**config.mk**
```make
export PLATFORM = sky130hd
export DESIGN_NAME = apb_completer_regfile
export DESIGN_NICKNAME = d
export VERILOG_FILES = /design/src/rtl/apb_completer_pkg.sv /design/src/rtl/apb_completer_decode.sv /design/src/rtl/apb_completer_regfile.sv
export SDC_FILE = /design/constraint.sdc
export NUM_CORES = 1
export LEC_CHECK = 0
export ABC_AREA = 1
export CAP_MARGIN = 20
export CORE_ASPECT_RATIO = 1.5
export CORE_MARGIN = 4
export CORE_UTILIZATION = 40
export DETAILED_ROUTE_END_ITERATION = 16
export PLACE_DENSITY_LB_ADDON = 0.3
export RECOVER_POWER = 25
export SYNTH_ARGS = -nofsm -noshare
export SYNTH_HDL_FRONTEND = slang
export SYNTH_SLANG_ARGS = --single-unit
```
**constraint.sdc**
```tcl
create_clock -name pclock -period 2.4 [get_ports pclock]
set_clock_uncertainty 0.2 [all_clocks]
set_input_delay 0.72 -clock pclock [delete_from_list [all_inputs] [get_ports pclock]]
set_output_delay 0.72 -clock pclock [all_outputs]
set_load 0.02 [all_outputs]
```
**src/rtl/apb_completer_pkg.sv**
```systemverilog
// Shared types and constants for the APB completer register file.
package apb_completer_pkg;
   typedef enum logic [1:0] {IDLE, SETUP, ACCESS} apb_state_e;
   localparam int          WAIT_CNT_W = 4;
   localparam int          IDX_W      = 4;
   localparam int          REG_ID     = 0;
   localparam int          REG_WAIT   = 1;
   localparam logic [31:0] ID_DEFAULT = 32'hA5B0_0001;
endpackage

```
**src/rtl/apb_completer_decode.sv**
```systemverilog
// Address decode for the completer: byte address -> register index and error flag.
module apb_completer_decode import apb_completer_pkg::*; #(
   parameter int                    ADDR_WIDTH = 32,
   parameter logic [ADDR_WIDTH-1:0] BASE_ADDR  = '0,
   parameter int                    NUM_REGS   = 8
) (
   input  logic [ADDR_WIDTH-1:0] addr,
   input  logic                  write,
   output logic [IDX_W-1:0]      idx,
   output logic                  err
);
   logic [ADDR_WIDTH-1:0] off;

   // Range check uses the full shifted offset so far-away addresses never alias.
   always_comb begin
      off = addr - BASE_ADDR;
      idx = IDX_W'(off >> 2);
      err = (addr[1:0] != 2'b00) || (addr < BASE_ADDR) ||
            ((off >> 2) >= ADDR_WIDTH'(NUM_REGS)) ||
            (write && (idx == IDX_W'(REG_ID)));
   end
endmodule

```
**src/rtl/apb_completer_regfile.sv**
```systemverilog
// APB completer with an ID register and NUM_REGS-1 RW registers.
// Optional APB_COMPLETER_WAIT_EN: register 1 bits [3:0] set the per-transfer wait states.
module apb_completer_regfile import apb_completer_pkg::*; #(
   parameter int                    ADDR_WIDTH   = 32,
   parameter int                    DATA_WIDTH   = 32,
   parameter int                    NO_OF_SLAVES = 7,
   parameter int                    SLV_IDX      = 0,
   parameter logic [ADDR_WIDTH-1:0] BASE_ADDR    = '0,
   parameter int                    NUM_REGS     = 8,
   parameter logic [DATA_WIDTH-1:0] ID_VALUE     = DATA_WIDTH'(ID_DEFAULT)
) (
   input  logic                           pclock,
   input  logic                           presetn,
   input  logic [NO_OF_SLAVES-1:0]        psel_x,
   input  logic                           penable,
   input  logic                           pwrite,
   input  logic [ADDR_WIDTH-1:0]          paddr,
   input  logic [DATA_WIDTH-1:0]          pwdata,
   output logic [DATA_WIDTH-1:0]          prdata,
   output logic                           pready,
   output logic                           pslverr,
   output logic [NUM_REGS*DATA_WIDTH-1:0] reg_q
);
   apb_state_e              state_q, state_d;
   logic [ADDR_WIDTH-1:0]   addr_q, addr_d;
   logic                    write_q, write_d;
   logic [DATA_WIDTH-1:0]   wdata_q, wdata_d;
   logic [WAIT_CNT_W-1:0]   cnt_q, cnt_d;
   logic [DATA_WIDTH-1:0]   regs_q [1:NUM_REGS-1];
   logic [DATA_WIDTH-1:0]   regs_d [1:NUM_REGS-1];
   logic [IDX_W-1:0]        idx;
   logic                    err, sel, done, psel_unused;
   logic [DATA_WIDTH-1:0]   rdata;

   assign sel         = psel_x[SLV_IDX];
   assign psel_unused = ^psel_x;
   assign done        = (state_q == ACCESS) && (cnt_q == '0);

   apb_completer_decode #(
      .ADDR_WIDTH(ADDR_WIDTH), .BASE_ADDR(BASE_ADDR), .NUM_REGS(NUM_REGS)
   ) u_decode (
      .addr(addr_q), .write(write_q), .idx(idx), .err(err)
   );

   always_comb begin
      state_d = state_q;
      addr_d  = addr_q;
      write_d = write_q;
      wdata_d = wdata_q;
      cnt_d   = cnt_q;
      regs_d  = regs_q;
      case (state_q)
         IDLE:   if (sel && !penable) state_d = SETUP;
         SETUP: begin
            state_d = ACCESS;
            addr_d  = paddr;
            write_d = pwrite;
            wdata_d = pwdata;
`ifdef APB_COMPLETER_WAIT_EN
            cnt_d   = regs_q[REG_WAIT][WAIT_CNT_W-1:0];
`else
            cnt_d   = '0;
`endif
         end
         ACCESS: begin
            if (cnt_q != '0) begin
               // Abandoned transfer: no write, no response.
               if (!sel) state_d = IDLE;
               else      cnt_d   = cnt_q - 1'b1;
            end else begin
               state_d = (sel && !penable) ? SETUP : IDLE;
               if (write_q && !err)
                  for (int i = 1; i < NUM_REGS; i++)
                     if (idx == IDX_W'(i)) regs_d[i] = wdata_q;
            end
         end
         default: state_d = IDLE;
      endcase
   end

   always_comb begin
      rdata = ID_VALUE;
      for (int i = 1; i < NUM_REGS; i++)
         if (idx == IDX_W'(i)) rdata = regs_q[i];
   end

   assign pready  = done;
   assign pslverr = done && err;
   assign prdata  = (done && !write_q && !err) ? rdata : '0;

   assign reg_q[DATA_WIDTH-1:0] = ID_VALUE;
   for (genvar g = 1; g < NUM_REGS; g++) begin : g_flat
      assign reg_q[g*DATA_WIDTH +: DATA_WIDTH] = regs_q[g];
   end

   always_ff @(posedge pclock or negedge presetn) begin
      if (!presetn) begin
         state_q <= IDLE;
         addr_q  <= '0;
         write_q <= 1'b0;
         wdata_q <= '0;
         cnt_q   <= '0;
         for (int i = 1; i < NUM_REGS; i++) regs_q[i] <= '0;
      end else begin
         state_q <= state_d;
         addr_q  <= addr_d;
         write_q <= write_d;
         wdata_q <= wdata_d;
         cnt_q   <= cnt_d;
         regs_q  <= regs_d;
      end
   end
endmodule

```
==> metrics.md <==
| Metric | Value |
|---|---|
| Synth top area share | 45.8% |
| # setup viols final | 34 |
| Die Width | 172 um |
| Fin crit share | 138% |
| Crit path launch type | flip-flop |
| FF/Latch Area | 0.00738 mm^2 |
| 1st-iter DRT viols | 1447 |
| Asr flop ratio synth | 100% |
| Top fanout value on the critical path | 5 |
| Final wirelength | 68300 um |
| Clock-pin slew on the worst setup and hold paths | 0.06 ns |
| Yosys cell types | 35 |
| Placed cell count | 3200 |
| Final Max Slew Viols | 0 |
| Avg Inst Size Synth | 7.17 um^2 |
| Worst Slack Setup Final | -0.916 ns |
| Setup slack, reg-to-reg | 0.06 ns |
| Reg2reg start | addr_q[5] |
| Initial Utilization | 40.7% |
| Rel. slew slack | 35.5% |
| PwrDens | 522 mW/mm^2 |
| Die Ht | 254 um |
| Failing checks | negative setup slack |
| GR Util All Layers | 30.0% |
| Final hold violation count | 0 |
| RSZ-0062 raised after global routing | true |
| HP Class | flip-flop to flip-flop |
| Synth Register Bits | 295 |
| Crit path kind | flip-flop to output pin |
| DP HPWL | 45000 um |
| Clock Latency Late Sink | 0.59 ns |
| Power Total | 12.5 mW |
| FF-to-FF End | reg_q[155] |
| Global route overflow | 0 |
| Post-synthesis sequential area ratio | 45.8% |
| Antenna Diode Count | 0 |
| CTS Sinks | 295 |
| Register-to-Register Path Depth | 13 |
| Final worst path period need | 3.32 ns |
| Top Ports | 365 |
| Maximum clock rate | 302 MHz |
| Leakage power | 14.5 nW |
| Crit path from | addr_q[9] |
| Via count | 17500 |
| Final Non-Filler Cells | 3325 |
| Slew @ Worst Pin | 0.967 ns |
| P_int | 8.78 mW |
| Cell count after synthesis | 2249 |
| Num CTS Buffers | 30 |
| CP endpoint kind | output pin |
| # rows | 89 |
| Dpl ws | -0.784 ns |
| Core area | 0.0396 mm^2 |
| Net Sw Frac | 30.0% |
| Comb pwr share | 18.5% |
| GP Congestion | 0.883 |
| CTS H-tree depth | 1 |
| Max Cap Violations | 0 |
| Initial antenna violation count | 0 |
| WP data arrival | 2.40 ns |
| Critical path destination | prdata[24] |
| TritonRoute pass-1 iters | 6 |
| Clock root cell | clkbuf_16 |
| CTS tree | built |
| Global-route wire length before repair | 100000 um |
| Mapped cell area | 0.0161 mm^2 |
| Required time of the critical path | 1.48 ns |
| Fillers | 3594 |
| Number of nets in the layout | 2878 |
| Top post-synthesis cells by area | dfrtp_1 (46%), nand2_1 (16%), inv_1 (11%) |
| Most used DFF post-synth | dfrtp_1 |
| DRC | 0 |
| Psw | 3.76 mW |
| Peak VDD IR | 0.467 mV |
| Input/output buffers | 326 |
| Post-synth EDFFs | 0 |
| Number of global-route vias before repair | 17300 |
| Drt wl/cell | 20.5 um |
| Largest net degree at the start of global routing | 77 |
| Clock power share | 39.4% |
| Routed vias/inst | 5.27 |
| Area leader, netlist | dfrtp_1 |
| Final core utilization | 60.6% |
| Synth warnings | 0 |
| Max clock buf depth | 3 |
| Fraction of layout cells with a size suffix above 1 | 19.7% |
| Area Overhead vs Synth | 49.0% |
| Area of the multi-input gates | 0.00660 mm^2 |
| Die footprint | 0.0437 mm^2 |
| Status | complete, but fails checks |
| Antenna Violating Nets Remaining | 0 |
| Power share of the sequential group | 42.1% |
==> layout make-up <==
type,count,area share (%)
Inverter,499,7.83
Timing Repair Buffer,665,27.1
Tap cell,500,2.60
Clock buffer,41,3.55
Sequential cell,295,30.7
Clock inverter,14,0.661
Multi-Input combinational cell,1311,27.5
==> cell families (layout without fill, tap and decap cells) <==
logic type / Yosys count / in the layout / share of synthesized area (%)
AO/OA/AOI/OAI: 106 / 106 / 3.42
XOR/XNOR: 2 / 2 / 0.109
adder cells (fa/ha/maj): 1 / 1 / 0.0776
buffers and inverters: 673 / 1219 / 17.5
flip-flops: 295 / 295 / 45.8
other: 2 / 32 / 0.0466
AND/OR/NAND/NOR: 1170 / 1170 / 33.1
==> worst min-delay path by stage <==
stage | startpoint | endpoint | slack [ns] | cells after the start
floorplan | presetn | addr_q[0] | 0.22 | 0
global placement | addr_q[9] | addr_q[9] | 0.25 | 2
detailed placement | addr_q[14] | addr_q[14] | 0.26 | 2
CTS | addr_q[14] | addr_q[14] | 0.27 | 2
global route | addr_q[11] | addr_q[11] | 0.29 | 2
finish | addr_q[14] | addr_q[14] | 0.27 | 2
==> registers in the layout (all words and copies together), names as in the netlist <==
register and cells:
reg_q 224, addr_q 32, wdata_q 32, cnt_q 4, state_q 2, write_q 1
==> timing repair <==
action,in CTS,in global routing
cloned,9,6
resized for setup,500,49
setup endpoints to repair,288,260
hold buffers,1,0
pin swaps,51,23
endpoints found under the hold margin,25,0
buffers inserted,70,20
==> power groups by stage <==
stage | logic, mW | clock network [mW] | registers (mW)
global route | 2.47 | 5.15 | 5.29
CTS | 2.26 | 4.95 | 5.27
finish | 2.32 | 4.94 | 5.27
floorplan | 0.985 | 0 | 5.34
global placement | 2.05 | 0 | 5.35
detailed placement | 2.07 | 0 | 5.36
==> metrics by stage <==
stage,hold slack [ns],setup TNS (ns),cell area [um^2]
6_report,0.273,-28.81,24000
5_1_grt,0.294,-33.36,24000
4_1_cts,0.275,-89.44,23800
3_5_place_dp,0.259,-24.51,22000
3_3_place_gp,0.251,-23.93,22000
2_1_floorplan,0.224,-5.17,16500
==> routing by layer <==
metal  part of all wire, %  wire length [um]  vias to the layer above  GRT usage [%]
li1                      -                 -                     7954              -
met4                   7.4              5030                        0           18.2
met1                    36             24600                     8346           36.0
met3                   8.0              5490                      264           3.77
met5                     0                 0                        -              0
met2                    49             33200                      971           51.0
==> worst max-delay path, stage by stage (launching register included) <==
cell	delay, ns
dfrtp_1	0.38
or2_1	0.24
nor2_2	0.11
nand3_2	0.12
nor2_4	0.14
buf_8	0.17
buf_12	0.15
buf_16	0.11
nand4_1	0.13
nor2_4	0.12
buf_6	0.13
==> placed cells by master, fill, tap and decap left out, types with 10 or more instances in the layout <==
cell type,count
nand2_1,668
inv_1,487
dfrtp_1,293
nand4_1,262
buf_4,253
dlygate4sd2_1,221
o21ai_0,78
clkdlybuf4s50_1,67
nor2_1,63
nand3_1,59
buf_12,52
nor2_4,45
buf_6,43
clkbuf_16,37
conb_1,32
nor2_2,31
nand2_2,17
o21ai_1,14
inv_2,10
==> synth_stat cells (2+ instances only) <==
cell and number:
a21oi_1 5, buf_1 5, buf_2 83, buf_4 39
buf_6 6, clkbuf_1 41, conb_1 2, dfrtp_1 295
inv_1 492, inv_2 6, nand2_1 685, nand2_2 3
nand3_1 64, nand4_1 262, nand4_2 2, nand4_4 5
nor2_1 126, nor2_2 9, nor2_4 4, nor3_1 4
o2111ai_1 4, o21ai_0 87, o21ai_1 6, o22ai_1 3
Note: power is estimated with default switching activity, not from simulation.
==> RTL edit 1 (same flow settings) <==
`NUM_REGS` is set to 8 in 2 places; all go to 7.
--- a/src/rtl/apb_completer_decode.sv
+++ b/src/rtl/apb_completer_decode.sv
@@ -2,7 +2,7 @@
 module apb_completer_decode import apb_completer_pkg::*; #(
    parameter int                    ADDR_WIDTH = 32,
    parameter logic [ADDR_WIDTH-1:0] BASE_ADDR  = '0,
-   parameter int                    NUM_REGS   = 8
+   parameter int                    NUM_REGS   = 7
 ) (
    input  logic [ADDR_WIDTH-1:0] addr,
    input  logic                  write,
--- a/src/rtl/apb_completer_regfile.sv
+++ b/src/rtl/apb_completer_regfile.sv
@@ -6,7 +6,7 @@
    parameter int                    NO_OF_SLAVES = 7,
    parameter int                    SLV_IDX      = 0,
    parameter logic [ADDR_WIDTH-1:0] BASE_ADDR    = '0,
-   parameter int                    NUM_REGS     = 8,
+   parameter int                    NUM_REGS     = 7,
    parameter logic [DATA_WIDTH-1:0] ID_VALUE     = DATA_WIDTH'(ID_DEFAULT)
 ) (
    input  logic                           pclock,
Ports: changed (resized reg_q); port bits go from 365 to 333. The function was not compared with the original's and may differ.
==> RTL edit 1 against the original RTL <==
The run still ends with setup timing left. Area after synthesis decreased by 18%. Routed wire length shrank 34%. Sequential cell count fell by 32. Setup slack better by 0.016 ns. Sequential power is 9.9% higher. Power increased by 13%. Final area decreased by 18%. Largest cell class unchanged.
==> RTL edit 1: results (changes against the original RTL) <==
Critical path
  – Critical path capture point: prdata[16]
  – Worst R2R Path Depth: 10 (-3)
  – Worst endpoint data arrival time: 2.38 ns (-0.02 ns)
  – Worst reg2reg setup slack: 0.13 ns (+0.07 ns)

Pwr
  – Worst vdd ir: 0.529 mV (+13%)
  – Psw: 4.85 mW (+29%)

Cells and area
  – Area delta synth->final: 48.6%
  – Storage element area: 6580 um2 (-11%)
  – Num sequential: 263 (-11%)
  – Signal buf overhead: 0.244 (-0.0280)
  – Share of cells above drive strength 1: 0.163 (-0.0345)
  – Non-clk bufs: 518 (-22%)

Min path
  – Worst Hold Path EP: addr_q[0]$_DFFE_PN0P_
  – Hold path start: addr_q[0]$_DFFE_PN0P_

Global routing
  – Met2 Resource Use GR: 0.435 (-0.0752)
  – Largest net degree at the start of global routing: 66 (-14%)
  – GR Util All Layers: 0.245 (-0.0552)

Clocking
  – Clock latency on the worst-skew pair: 0.55 ns (-0.04 ns)
  – Total CTS buffers: 28 (-6.7%)
  – Post-cts sizing count: 424 (-15%)

Synth
  – Seq/Total Area, Yosys: 0.497 (+0.0391)
  – Largest cells by area after synthesis: dfrtp_1 50%, nor2_1 14%, nand2_1 12%, inv_1 11%, nand3_1 3.2%
  – Post-synth cell types: 25 (-29%)
  – Syn Area/Cell: 6.98 um2 (-2.7%)

Detailed routing
  – DR WL met2: 23,100 um (-31%)
  – M1 WL: 16,900 um (-31%)

Timing
  – Final worst slack: -0.900 ns (+0.0161 ns)
  – Final-report setup violation count: 34 (unchanged)

Status
  – Status: finished with violations
  – Violated checks: setup timing

Place
  – IO buf count: 294 (-9.8%)
  – Number of placed instances, taps included: 2,739 (-14%)
## RTL edit 1: cell count changes after synthesis, sizes merged, moves of 63 or more
cell   before  now
nor2      140  495
o21ai      93   30
nand2     688  440
nand4     269    7
buf       133   46
nor3        4   67
inv       498  397
## RTL edit 1: cells by family (layout without fill, tap and decap cells)
logic type / count (synthesis) / in the layout / share of synthesized area
other: 2 / 32 / 0.000567
AND/OR/NAND/NOR: 1094 / 1094 / 0.335
buffers and inverters: 503 / 966 / 0.153
flip-flops: 263 / 263 / 0.497
XOR/XNOR: 2 / 2 / 0.00132
adder cells (fa/ha/maj): 1 / 1 / 0.000944
AO/OA/AOI/OAI: 33 / 33 / 0.0130
## RTL edit 1: power by group through the flow
stage	clock [mW]	combinational, mW	sequential [mW]
2_1_floorplan	0	1.80	5.55
3_3_place_gp	0	3.19	5.81
3_5_place_dp	0	3.26	5.83
4_1_cts	4.66	3.45	5.77
5_1_grt	4.82	4.09	5.89
6_report	4.58	3.76	5.79
==> RTL edit 2 (same settings) <==
Made on the original files. Take the reset off `addr_q` and load it in a clocked block of its own.
--- a/src/rtl/apb_completer_regfile.sv
+++ b/src/rtl/apb_completer_regfile.sv
@@ -96,19 +96,21 @@
    always_ff @(posedge pclock or negedge presetn) begin
       if (!presetn) begin
          state_q <= IDLE;
-         addr_q  <= '0;
          write_q <= 1'b0;
          wdata_q <= '0;
          cnt_q   <= '0;
          for (int i = 1; i < NUM_REGS; i++) regs_q[i] <= '0;
       end else begin
          state_q <= state_d;
-         addr_q  <= addr_d;
          write_q <= write_d;
          wdata_q <= wdata_d;
          cnt_q   <= cnt_d;
          regs_q  <= regs_d;
       end
    end
+
+   always_ff @(posedge pclock) begin
+      addr_q <= addr_d;
+   end
 endmodule
 
Behaviour: no difference found for any inputs over 4 cycles, from zero or initial values and one cycle with presetn low; that may be too few to reach the edited logic, so the function may still have changed.
==> RTL edit 2 against the original RTL <==
The flow finishes with violations (capacitance limit, slew limit, setup timing). Sequential cell count stayed put. Final area is 6.3% higher. Power is 9.1% higher. Via count is 1.1% higher. Setup slack worse by 0.11 ns. Final cell count is 0.30% lower. Routed wire length is 6.2% higher. Area after synthesis is 0.47% lower. Critical path type unchanged. Critical endpoint is now prdata[10].
==> RTL edit 2: results (changes against the original RTL) <==
Detailed routing
  – DR vias: 17,700 (+1.1%)
  – DR WL/cell: 21.9 um (+6.5%)

Min path
  – Hold path start: reg_q[197]$_DFFE_PN0P_
  – Hold Path Stages: 4 (+2)

Synth
  – Largest cells by area after synthesis: dfrtp_1 41%, nand2_1 14%, inv_1 12%, nand4_1 10%, edfxtp_1 6.0%
  – Asr flop ratio synth: 0.892 (-0.108)
  – Cells after synthesis: 2,172 (-3.4%)
  – EDFF count, synth: 32 (+32)
  – Synth cell count leaders: 607 x nand2_1, 501 x inv_1, 263 x dfrtp_1, 262 x nand4_1, 139 x nor2_1

Cells and area
  – Final nets: 2,870 (-0.28%)
  – Share of cells above drive strength 1: 0.287 (+0.0900)
  – Filler Cell Count: 3,297 (-8.3%)

Critical path
  – Worst reg2reg setup slack: -0.16 ns (-0.22 ns)
  – Crit path launch: addr_q[5]$_DFFE_PP_
  – Worst R2R Path Depth: 17 (+4)
  – Max FO, Critical Path: 6 (+1)
  – CP max stage cell: edfxtp_1
  – Delay of the slowest critical-path stage: 0.46 ns (+0.08 ns)
  – Critical path capture point: prdata[10]
  – Worst endpoint data arrival time: 2.51 ns (+0.11 ns)

Timing
  – Final-report setup violation count: 178 (+420%)
  – Final worst slack: -1.03 ns (-0.114 ns)
  – Pins Over Slew Limit: 43 (+43)
  – Relative slew slack: -0.0623 (-0.417)

Global routing
  – GR Util All Layers: 0.295 (-0.00469)
  – Global-route wire length before repair: 98,700 um (-1.8%)
  – Largest net degree at the start of global routing: 63 (-18%)

Status
  – Status: finished with violations
  – Violated checks: capacitance limit, slew limit, setup timing

Clocking
  – Clock latency on the worst-skew pair: 0.57 ns (-0.02 ns)

Pwr
  – Leakage dissipation: 14.8 nW (+1.8%)
  – Worst vdd ir: 0.563 mV (+21%)

Job
  – MaxCap Viol Count: 1 (+1)

Place
  – Number of placed instances, taps included: 3,139 (-1.9%)
RTL edit 2: metal layers:
layer	vias up	part of all wire	GRT usage	routed length, um
li1	7891	-	-	-
met1	8474	0.35	0.356	25700
met2	1105	0.49	0.503	35500
met3	258	0.084	0.0361	6110
met4	0	0.073	0.173	5270
met5	-	0	0	0
RTL edit 2: power breakdown:
group | total, mW | internal (mW) | switching, mW
combinational | 3.70 | 1.06 | 2.64
sequential | 5.53 | 5.41 | 0.121
clock | 4.45 | 2.40 | 2.05
RTL edit 2: final cells by class:
| class | count | area (um2) | share of cell area |
|---|---|---|---|
| clock inverters | 7 | 37.5 | 0.00147 |
| multi-input cells | 1234 | 7080 | 0.277 |
| repair buffers | 728 | 7520 | 0.294 |
| well taps | 500 | 626 | 0.0245 |
| flip-flops and latches | 295 | 7540 | 0.295 |
| inverters | 506 | 1900 | 0.0745 |
| diodes | 1 | 2.50 | 0.0000979 |
| clock buffers | 44 | 842 | 0.0330 |
RTL edit 2: logic make-up (layout without fill, tap and decap cells):
kind of cell / count (synthesis) / after routing / share of synthesized area
other cells: 2 / 33 / 0.000468
compound gates: 103 / 103 / 0.0337
flops: 295 / 295 / 0.470
simple gates: 1096 / 1096 / 0.315
buf+inv: 673 / 1285 / 0.179
fa+ha+maj: 1 / 1 / 0.000779
xor+xnor: 2 / 2 / 0.00109
RTL edit 2: metrics by stage:
stage,cell area [um2],hold WS (ns),util,worst slack [ns]
after floorplan,16500,0.224,-,-0.237
after global placement,21800,0.340,0.552,-0.863
after detailed placement,21800,0.345,0.552,-0.886
after CTS,23500,0.357,0.595,-1.02
after global routing,25600,0.399,0.646,-1.12
final,25600,0.358,0.646,-1.03
